<file path="src/rtl/reg_arb_pkg.sv">
// ============================================================================
// Module      : reg_arb_pkg
// Description : Shared types and default constants for reg_write_arbiter.
// Revision    : 1.0 - initial release
// ============================================================================
`default_nettype none

package reg_arb_pkg;

  // Default configuration constants for the arbiter.
  localparam int DEF_N    = 8;
  localparam int DEF_R    = 4;
  localparam int DEF_HOLD = 2;

  // Arbiter states: IDLE, LOAD and HOLD. The S_ prefix keeps the HOLD state
  // distinct from the HOLD parameter of the top module.
  typedef enum logic [1:0] {
    S_IDLE = 2'd0,
    S_LOAD = 2'd1,
    S_HOLD = 2'd2
  } state_t;

endpackage : reg_arb_pkg

`default_nettype wire

</file>
<file path="src/rtl/rr_pick.sv">
// ============================================================================
// Module      : rr_pick
// Description : Combinational round-robin selector. Returns the first active
//               request at or after ptr, wrapping modulo R.
// Revision    : 1.0 - initial release
// ============================================================================
`default_nettype none

module rr_pick #(
  parameter  int R  = 4,
  localparam int IW = $clog2(R)
) (
  input  logic [R-1:0]  req,
  input  logic [IW-1:0] ptr,
  output logic          valid,
  output logic [IW-1:0] idx
);

  logic [2*R-1:0] w_dbl;
  logic [R-1:0]   w_rot;
  logic [IW-1:0]  w_off;
  logic [IW:0]    w_sum;

  // Rotate so bit 0 corresponds to the requester at ptr.
  assign w_dbl = {req, req} >> ptr;
  assign w_rot = w_dbl[R-1:0];

  // Find the lowest set bit of the rotated vector (closest to ptr).
  always_comb begin
    w_off = '0;
    for (int k = R - 1; k >= 0; k--) begin
      if (w_rot[k]) begin
        w_off = IW'(k);
      end
    end
  end

  // Translate the rotated offset back into an absolute requester index.
  assign w_sum = {1'b0, ptr} + {1'b0, w_off};
  assign idx   = (w_sum >= (IW+1)'(R)) ? IW'(w_sum - (IW+1)'(R)) : w_sum[IW-1:0];
  assign valid = |req;

endmodule : rr_pick

`default_nettype wire

</file>
<file path="src/rtl/reg_write_arbiter.sv">
// ============================================================================
// Module      : reg_write_arbiter
// Description : Round-robin arbiter granting R requesters write access to a
//               shared N-bit register, with a HOLD-cycle quiet period after
//               every load.
//               Optional macro REG_ARB_STATS_EN adds the grant_count output.
// Revision    : 1.0 - initial release
// ============================================================================
`default_nettype none

module reg_write_arbiter
  import reg_arb_pkg::*;
#(
  parameter  int N    = DEF_N,
  parameter  int R    = DEF_R,
  parameter  int HOLD = DEF_HOLD,
  localparam int IW   = $clog2(R)
) (
  input  logic            clk,
  input  logic            reset,
  input  logic [R-1:0]    req,
  input  logic [R*N-1:0]  din,
  output logic [R-1:0]    ack,
  output logic [IW-1:0]   grant_id,
  output logic            busy,
  output logic [N-1:0]    q
`ifdef REG_ARB_STATS_EN
  ,
  output logic [15:0]     grant_count
`endif
);

  localparam logic [3:0] c_HOLD_LAST = 4'((HOLD == 0) ? 0 : HOLD - 1);

  state_t        r_state;
  state_t        w_next_state;
  logic [N-1:0]  r_q;
  logic [IW-1:0] r_ptr;
  logic [IW-1:0] r_gid;
  logic [3:0]    r_hold_cnt;
  logic          w_pick_valid;
  logic [IW-1:0] w_pick_idx;
  logic          w_load;
  logic [IW-1:0] w_ptr_next;

  rr_pick #(
    .R (R)
  ) u_rr_pick (
    .req   (req),
    .ptr   (r_ptr),
    .valid (w_pick_valid),
    .idx   (w_pick_idx)
  );

  // Pointer moves to the slot just after the grantee, wrapping at R-1.
  assign w_ptr_next = (r_gid == IW'(R - 1)) ? '0 : r_gid + IW'(1);

  // Next-state logic; a load completes only if the grantee still requests.
  always_comb begin
    w_next_state = r_state;
    w_load       = 1'b0;
    case (r_state)
      S_IDLE: begin
        if (w_pick_valid) begin
          w_next_state = S_LOAD;
        end
      end
      S_LOAD: begin
        if (req[r_gid]) begin
          w_load       = reset;
          w_next_state = (HOLD == 0) ? S_IDLE : S_HOLD;
        end else begin
          w_next_state = S_IDLE;
        end
      end
      S_HOLD: begin
        if (r_hold_cnt == 4'd0) begin
          w_next_state = S_IDLE;
        end
      end
      default: w_next_state = S_IDLE;
    endcase
  end

  // State register.
  always_ff @(posedge clk) begin
    if (!reset) begin
      r_state <= S_IDLE;
    end else begin
      r_state <= w_next_state;
    end
  end

  // Datapath: grant capture, register load, pointer advance, hold countdown.
  always_ff @(posedge clk) begin
    if (!reset) begin
      r_q        <= '0;
      r_ptr      <= '0;
      r_gid      <= '0;
      r_hold_cnt <= '0;
    end else begin
      if (r_state == S_IDLE && w_pick_valid) begin
        r_gid <= w_pick_idx;
      end
      if (w_load) begin
        r_q        <= din[int'(r_gid)*N +: N];
        r_ptr      <= w_ptr_next;
        r_hold_cnt <= c_HOLD_LAST;
      end else if (r_state == S_HOLD && r_hold_cnt != 4'd0) begin
        r_hold_cnt <= r_hold_cnt - 4'd1;
      end
    end
  end

  // One-hot acknowledge, only in the cycle a load actually completes.
  always_comb begin
    ack = '0;
    if (w_load) begin
      ack[r_gid] = 1'b1;
    end
  end

  assign grant_id = r_gid;
  assign busy     = (r_state != S_IDLE);
  assign q        = r_q;

`ifdef REG_ARB_STATS_EN
  logic [15:0] r_grant_count;

  // Saturating count of completed loads.
  always_ff @(posedge clk) begin
    if (!reset) begin
      r_grant_count <= '0;
    end else if (w_load && r_grant_count != 16'hFFFF) begin
      r_grant_count <= r_grant_count + 16'd1;
    end
  end

  assign grant_count = r_grant_count;
`endif

endmodule : reg_write_arbiter

`default_nettype wire

</file>
<file path="config.mk">
export PLATFORM = sky130hd
export DESIGN_NAME = reg_write_arbiter
export DESIGN_NICKNAME = d
export VERILOG_FILES = /design/src/rtl/reg_arb_pkg.sv /design/src/rtl/rr_pick.sv /design/src/rtl/reg_write_arbiter.sv
export SDC_FILE = /design/constraint.sdc
export NUM_CORES = 1
export LEC_CHECK = 0
export CELL_PAD_IN_SITES_DETAIL_PLACEMENT = 1
export CELL_PAD_IN_SITES_GLOBAL_PLACEMENT = 2
export CORE_MARGIN = 2
export CORE_UTILIZATION = 26
export DETAILED_ROUTE_END_ITERATION = 16
export MAX_ROUTING_LAYER = met4
export PLACE_DENSITY_LB_ADDON = 0.1
export SLEW_MARGIN = 20
export SYNTH_ARGS = -nofsm -noshare
export SYNTH_HDL_FRONTEND = slang
export SYNTH_HIERARCHICAL = 1
export SYNTH_SLANG_ARGS = --single-unit
</file>
<file path="constraint.sdc">
create_clock -name clk -period 2.8 [get_ports clk]
set_clock_uncertainty 0.1 [all_clocks]
set_input_delay 0.42 -clock clk [delete_from_list [all_inputs] [get_ports clk]]
set_output_delay 0.42 -clock clk [all_outputs]
set_load 0.01 [all_outputs]
</file>
After elaboration in Yosys (flattened, before gate mapping). Index checks and enable logic that the tools add are counted. W data, S select, Z words.

Bits in registers: 18. Bits in latches: 0. Memory bits (writable): 0. Bits in read-only memories: 0. Bits of input ports: 38. Output and inout port bits: 15. Word-level logic and storage cells: 51. Memories: 0.

$add $sub $neg: 4. Multipliers: 0. Divide/modulo/power cells: 0. Magnitude comparators: 3. Equal/unequal tests: 5. Shift operators: 2. Muxes and demuxes: 19. Bitwise logic cells: 1. Reduce and logical (&&, ||, !) cells: 11.

Operator list (number): $shiftx A32 B6 Y8 (1); $mux W2 (9); $shr A8 B2 Y4 (1); $mux W1 (6); $pmux W2 S3 (1); $eq A2 B2 Y1 const B (2); $logic_not A4 Y1 (1); $mux W4 (1); $ne A2 B2 Y1 const B (2); $reduce_bool A2 Y1 (2); $reduce_bool A4 Y1 (1); $reduce_or A4 Y1 (1); $sub A4 B1 Y4 const B (1); $add A2 B2 Y3 (1); $ge A3 B3 Y1 const B (1); $logic_and A1 B1 Y1 (3); $lt A2 B3 Y1 const B (1); $add A2 B1 Y2 const B (1); $bmux W1 S2 (1); $demux W1 S2 (1); $eq A2 B1 Y1 const B (1); $ge A2 B1 Y1 const B (1); $logic_not A2 Y1 (1); $reduce_and A2 Y1 (1); other kinds (3) (3).

Longest topological paths before layout.
Depth in word-level cells: 8. Gate-level depth with buffers: 10. Depth with buffers taken out: 9.

By module. Netlist, hierarchy kept.

Modules (own cells, without submodules): reg_write_arbiter (instances 1, cells an instance 96, area each 1024.7 µm², sequential area each 360.3 µm²); rr_pick (instances 1, cells an instance 27, area each 178.9 µm², sequential area each 0.0 µm²).

Worst setup path before layout. Ideal clock, no wire load.

Path kind: reg-to-output. Start: reg r_gid[1] (netlist: grant_id[1]). End: out ack[0]. Arrival time: 1.451 ns. Data required time: 2.280 ns. Setup slack: 0.829 ns. Cell stages (with the launch flop): 6. Buffers on the path: 2. Cells stage by stage: dfxtp_1 buf_2 nand3b_1 o22ai_4 buf_8 and3_1.

Word-level cells in the longest chain between the ends: 5. Elaborated cells between the ends (all ways): 10. Classes of those cells: order compare: 2; mux: 7; reduce/logical: 1.

RTL lines: start: declaration (RTL line reg_write_arbiter.sv:39) `logic [IW-1:0] r_gid;`; start signal: assignment (RTL line reg_write_arbiter.sv:103) `r_gid <= w_pick_idx;`; $lt A2 B3 Y1 (implied by the code), or another cell as far along (RTL line reg_write_arbiter.sv:119) `ack[r_gid] = 1'b1;`; $logic_and A1 B1 Y1 (implied by the code) or $mux W1 (tied branches) (RTL line reg_write_arbiter.sv:119, reg_write_arbiter.sv:69); $mux W1, on equally long branches (RTL line reg_write_arbiter.sv:119, reg_write_arbiter.sv:69); $demux W1 S2 or $mux W1 (tied branches) (RTL line reg_write_arbiter.sv:119, reg_write_arbiter.sv:62); $mux W4 * (RTL line reg_write_arbiter.sv:118) `if (w_load) begin`; end: declaration (RTL line reg_write_arbiter.sv:23) `output logic [R-1:0] ack,`.

Every way passes the cells marked *; elsewhere a longest branch is shown, timed or not. The select of a mux whose other input is x is not followed.

Worst setup path after layout.
Start: in req[3]. End: out ack[2].

Word-level cells in the longest chain between the ends: 5.

RTL lines: start: declaration (RTL line reg_write_arbiter.sv:21) `input logic [R-1:0] req,`; $bmux W1 S2 (RTL line reg_write_arbiter.sv:69) `if (req[r_gid]) begin`; $mux W1 (implied by the code) (RTL line reg_write_arbiter.sv:69); $mux W1 (RTL line reg_write_arbiter.sv:69); $mux W1 (RTL line reg_write_arbiter.sv:62) `case (r_state)`; $mux W4 (RTL line reg_write_arbiter.sv:118).

No other way between the ends. The select of a mux whose other input is x is not followed.

==> impl_metrics.yaml <==
status:
  status: "finished clean"
clocking:
  cts.sinks: 18
  numCtsBuffers: 3
  tritoncts: "built"
  cts_root_buffer: "clkbuf_8"
  clock_latency_ns: 0.25
  cts_hold_buf: 0
  ctsResizeCount: 0
  clk_path_buf_depth: 2
  clk_pin_slew_worst_paths_ns: 0.07
  post-cts-setup-buffer-count: 0
  h-tree-depth: 1
drt:
  vias: 1126
  drt-initial-drc-count: 42
  drc: 0
  ant_nets: 0
  drt-wirelength-per-cell_um: 14.4
  routed_wirelength_mm: 3.37
  drt_pass1_iterations: 3
  viasPerCell: 4.83
synthesis:
  netlist_instances: 123
  synth_commonest_cells: "24 x nor2_1, 18 x dfxtp_1, 13 x mux2i_1"
  ys_ff_latch: 18
  synth_nets: 167
  synth.most_common_cell: "nor2_1"
  synth_ff_type: "dfxtp_1"
  yosysSeqAreaShare: 0.299
  yosys_warnings: 6
  netlist_area_sq_mm: 0.00120
  ys_async_sr_fraction: 0
  syn_avg_cell_area_sq_um: 9.79
  yosys.area.top_type: "dfxtp_1"
  synth_edf_count: 0
  yosysUniqueCellTypes: 32
  yosysTopAreaCellShare: 0.299
  ys_top_cells_by_area: "dfxtp_1 30%, mux4_2 15%, mux2i_1 11%"
floorplan:
  start_util: 0.273
  coreArea_sq_mm: 0.00441
  ios: 53
  die_w_um: 72.0
  dieArea_sq_mm: 0.00519
  fp-row-count: 24
  dieHeight_um: 72.0
timing:
  post-route-min-period_ns: 2.53
  worst_pin_slew_ns: 0.520
  max_slew_margin: 0.653
  rsz0062_at_grt: "false"
  max_clock_freq_mhz: 396
  hold_viol: 0
  drv_slew: 0
  setup_viol: 0
  fin_crit_sh: 0.903
  setup_tns_ns: 0
grt:
  groute.usage.overall: 0.145
  antenna_found_initial: 0
  grt_max_degree: 15
  grt_pass1_wl_mm: 5.72
  grt_pass1_vias: 1248
  grt-ovfl-total: 0
setup_path:
  crit_chain: "clkdlybuf4s50_1 -> mux2i_1 -> o22ai_4 -> and3_1 -> clkdlybuf4s50_1"
  cp-start-kind: "input pin"
  reg2reg_setup_slack_ns: 0.92
  timing.rr.end: "grant_id[1]"
  worstPathRequired_ns: 2.28
  max_stage_delay_ns: 0.54
  critPathLaunch: "req[3]"
  crit_type: "in2out"
  cp-end-kind: "output port"
  critPathSlowestCell: "clkdlybuf4s50_1"
  crit_end: "ack[2]"
  crit_path_max_fanout: 5
  regToRegStartpoint: "r_ptr[0]"
  rr_worst_depth: 9
  path_common_cell: "clkdlybuf4s50_1"
  critPathArrivalTime_ns: 2.01
place:
  place.gp.congestion: 0.706
  place_hpwl_mm: 2.67
  io_buffers: 52
layout:
  ff_latch_area_sq_um: 360
  nets: 226
  synthToLayoutAreaGrowth_pct: 54.6
  multi_input_area_sq_um: 785
  fillCellCount: 498
  drive_gt1_frac: 0.133
  diodes: 0
pwr:
  clkPwrFrac: 0.263
  power_density_mw_per_mm2: 446
  power.total_mw: 0.829
  power.internal_mw: 0.588
  p_seq_frac: 0.364
  leakage_nw: 0.688
  comb_power_share: 0.373
  p_switching_mw: 0.241
  ir_worst_vdd_mv: 0.133
  swShare: 0.291
run:
  max_cap_violations: 0
min_path:
  hp-class: "reg2reg"
metal layers:
metal | up-vias | part of all wire | track usage
met4 | 0 | 0.0059 | 0.0314
met1 | 537 | 0.42 | 0.160
li1 | 553 | - | -
met2 | 34 | 0.51 | 0.270
met5 | - | 0 | -
met3 | 2 | 0.058 | 0.0278
sequential cells by signal (all words and copies together), names as in the netlist:
register    count
q               8
r_hold_cnt      4
grant_id        2
r_ptr           2
r_state         2
per-stage QoR:
step	area, sq um	std cells	setup WS (ns)	hold slack (ns)	utilization
2_1_floorplan	1200	123	0.829	0.384	-
3_3_place_gp	1810	229	0.304	0.373	0.409
3_5_place_dp	1810	229	0.276	0.390	0.409
4_1_cts	1860	233	0.250	0.411	0.421
5_1_grt	1860	233	0.199	0.454	0.421
6_report	1860	233	0.273	0.399	0.421
cell families (layout without fill, tap and decap cells):
kind of cell / count (synthesis) / count (layout) / synth area share
compound gates: 14 / 14 / 0.0904
xor+xnor: 5 / 5 / 0.0364
fa+ha+maj: 6 / 6 / 0.0624
buf+inv: 11 / 69 / 0.0489
flops: 18 / 18 / 0.299
mux: 21 / 21 / 0.258
simple gates: 48 / 48 / 0.205
cell type report:
class                           count  area share
Inverter                            6      0.0121
Timing Repair Buffer               59       0.308
Sequential cell                    18       0.194
Clock buffer                        4      0.0296
Tap cell                           52      0.0350
Multi-Input combinational cell     94       0.422
power by group through the flow:
stage / registers (mW) / logic, mW / clock network (mW)
after floorplan: 0.309 / 0.177 / 0
after global placement: 0.307 / 0.309 / 0
after detailed placement: 0.308 / 0.314 / 0
after CTS: 0.303 / 0.316 / 0.227
after global routing: 0.306 / 0.341 / 0.239
final: 0.302 / 0.309 / 0.218
cells in the final DEF, fill, tap and decap left out, drive strengths merged, types with 2 or more instances in the layout:
cell type / n
a211oi: 3
ha: 6
dfxtp: 18
nand2: 2
and3: 4
mux2i: 13
xnor2: 3
clkdlybuf4s50: 52
nor3: 2
nand3b: 2
inv: 6
or3: 2
buf: 7
a21oi: 5
or2: 2
nand2b: 3
nor3b: 3
clkbuf: 4
xor2: 2
nor2: 24
or3b: 2
mux4: 8
worst max-delay path, delay by kind of cell:
family	cells	cell delay [ns]
multiplexers	1	0.12
AO/OA/AOI/OAI	1	0.24
AND/OR/NAND/NOR	1	0.19
buffers and inverters	2	1.03
worst min-delay path by stage:
stage / startpoint / to / cells after the start
after floorplan: r_hold_cnt[1] / r_hold_cnt[1] / 2
after global placement: q[5] / q[5] / 2
after detailed placement: q[1] / q[1] / 2
after CTS: q[4] / q[4] / 2
after global routing: q[3] / q[3] / 2
final: q[3] / q[3] / 2
Note: power is estimated with default switching activity, not from simulation.
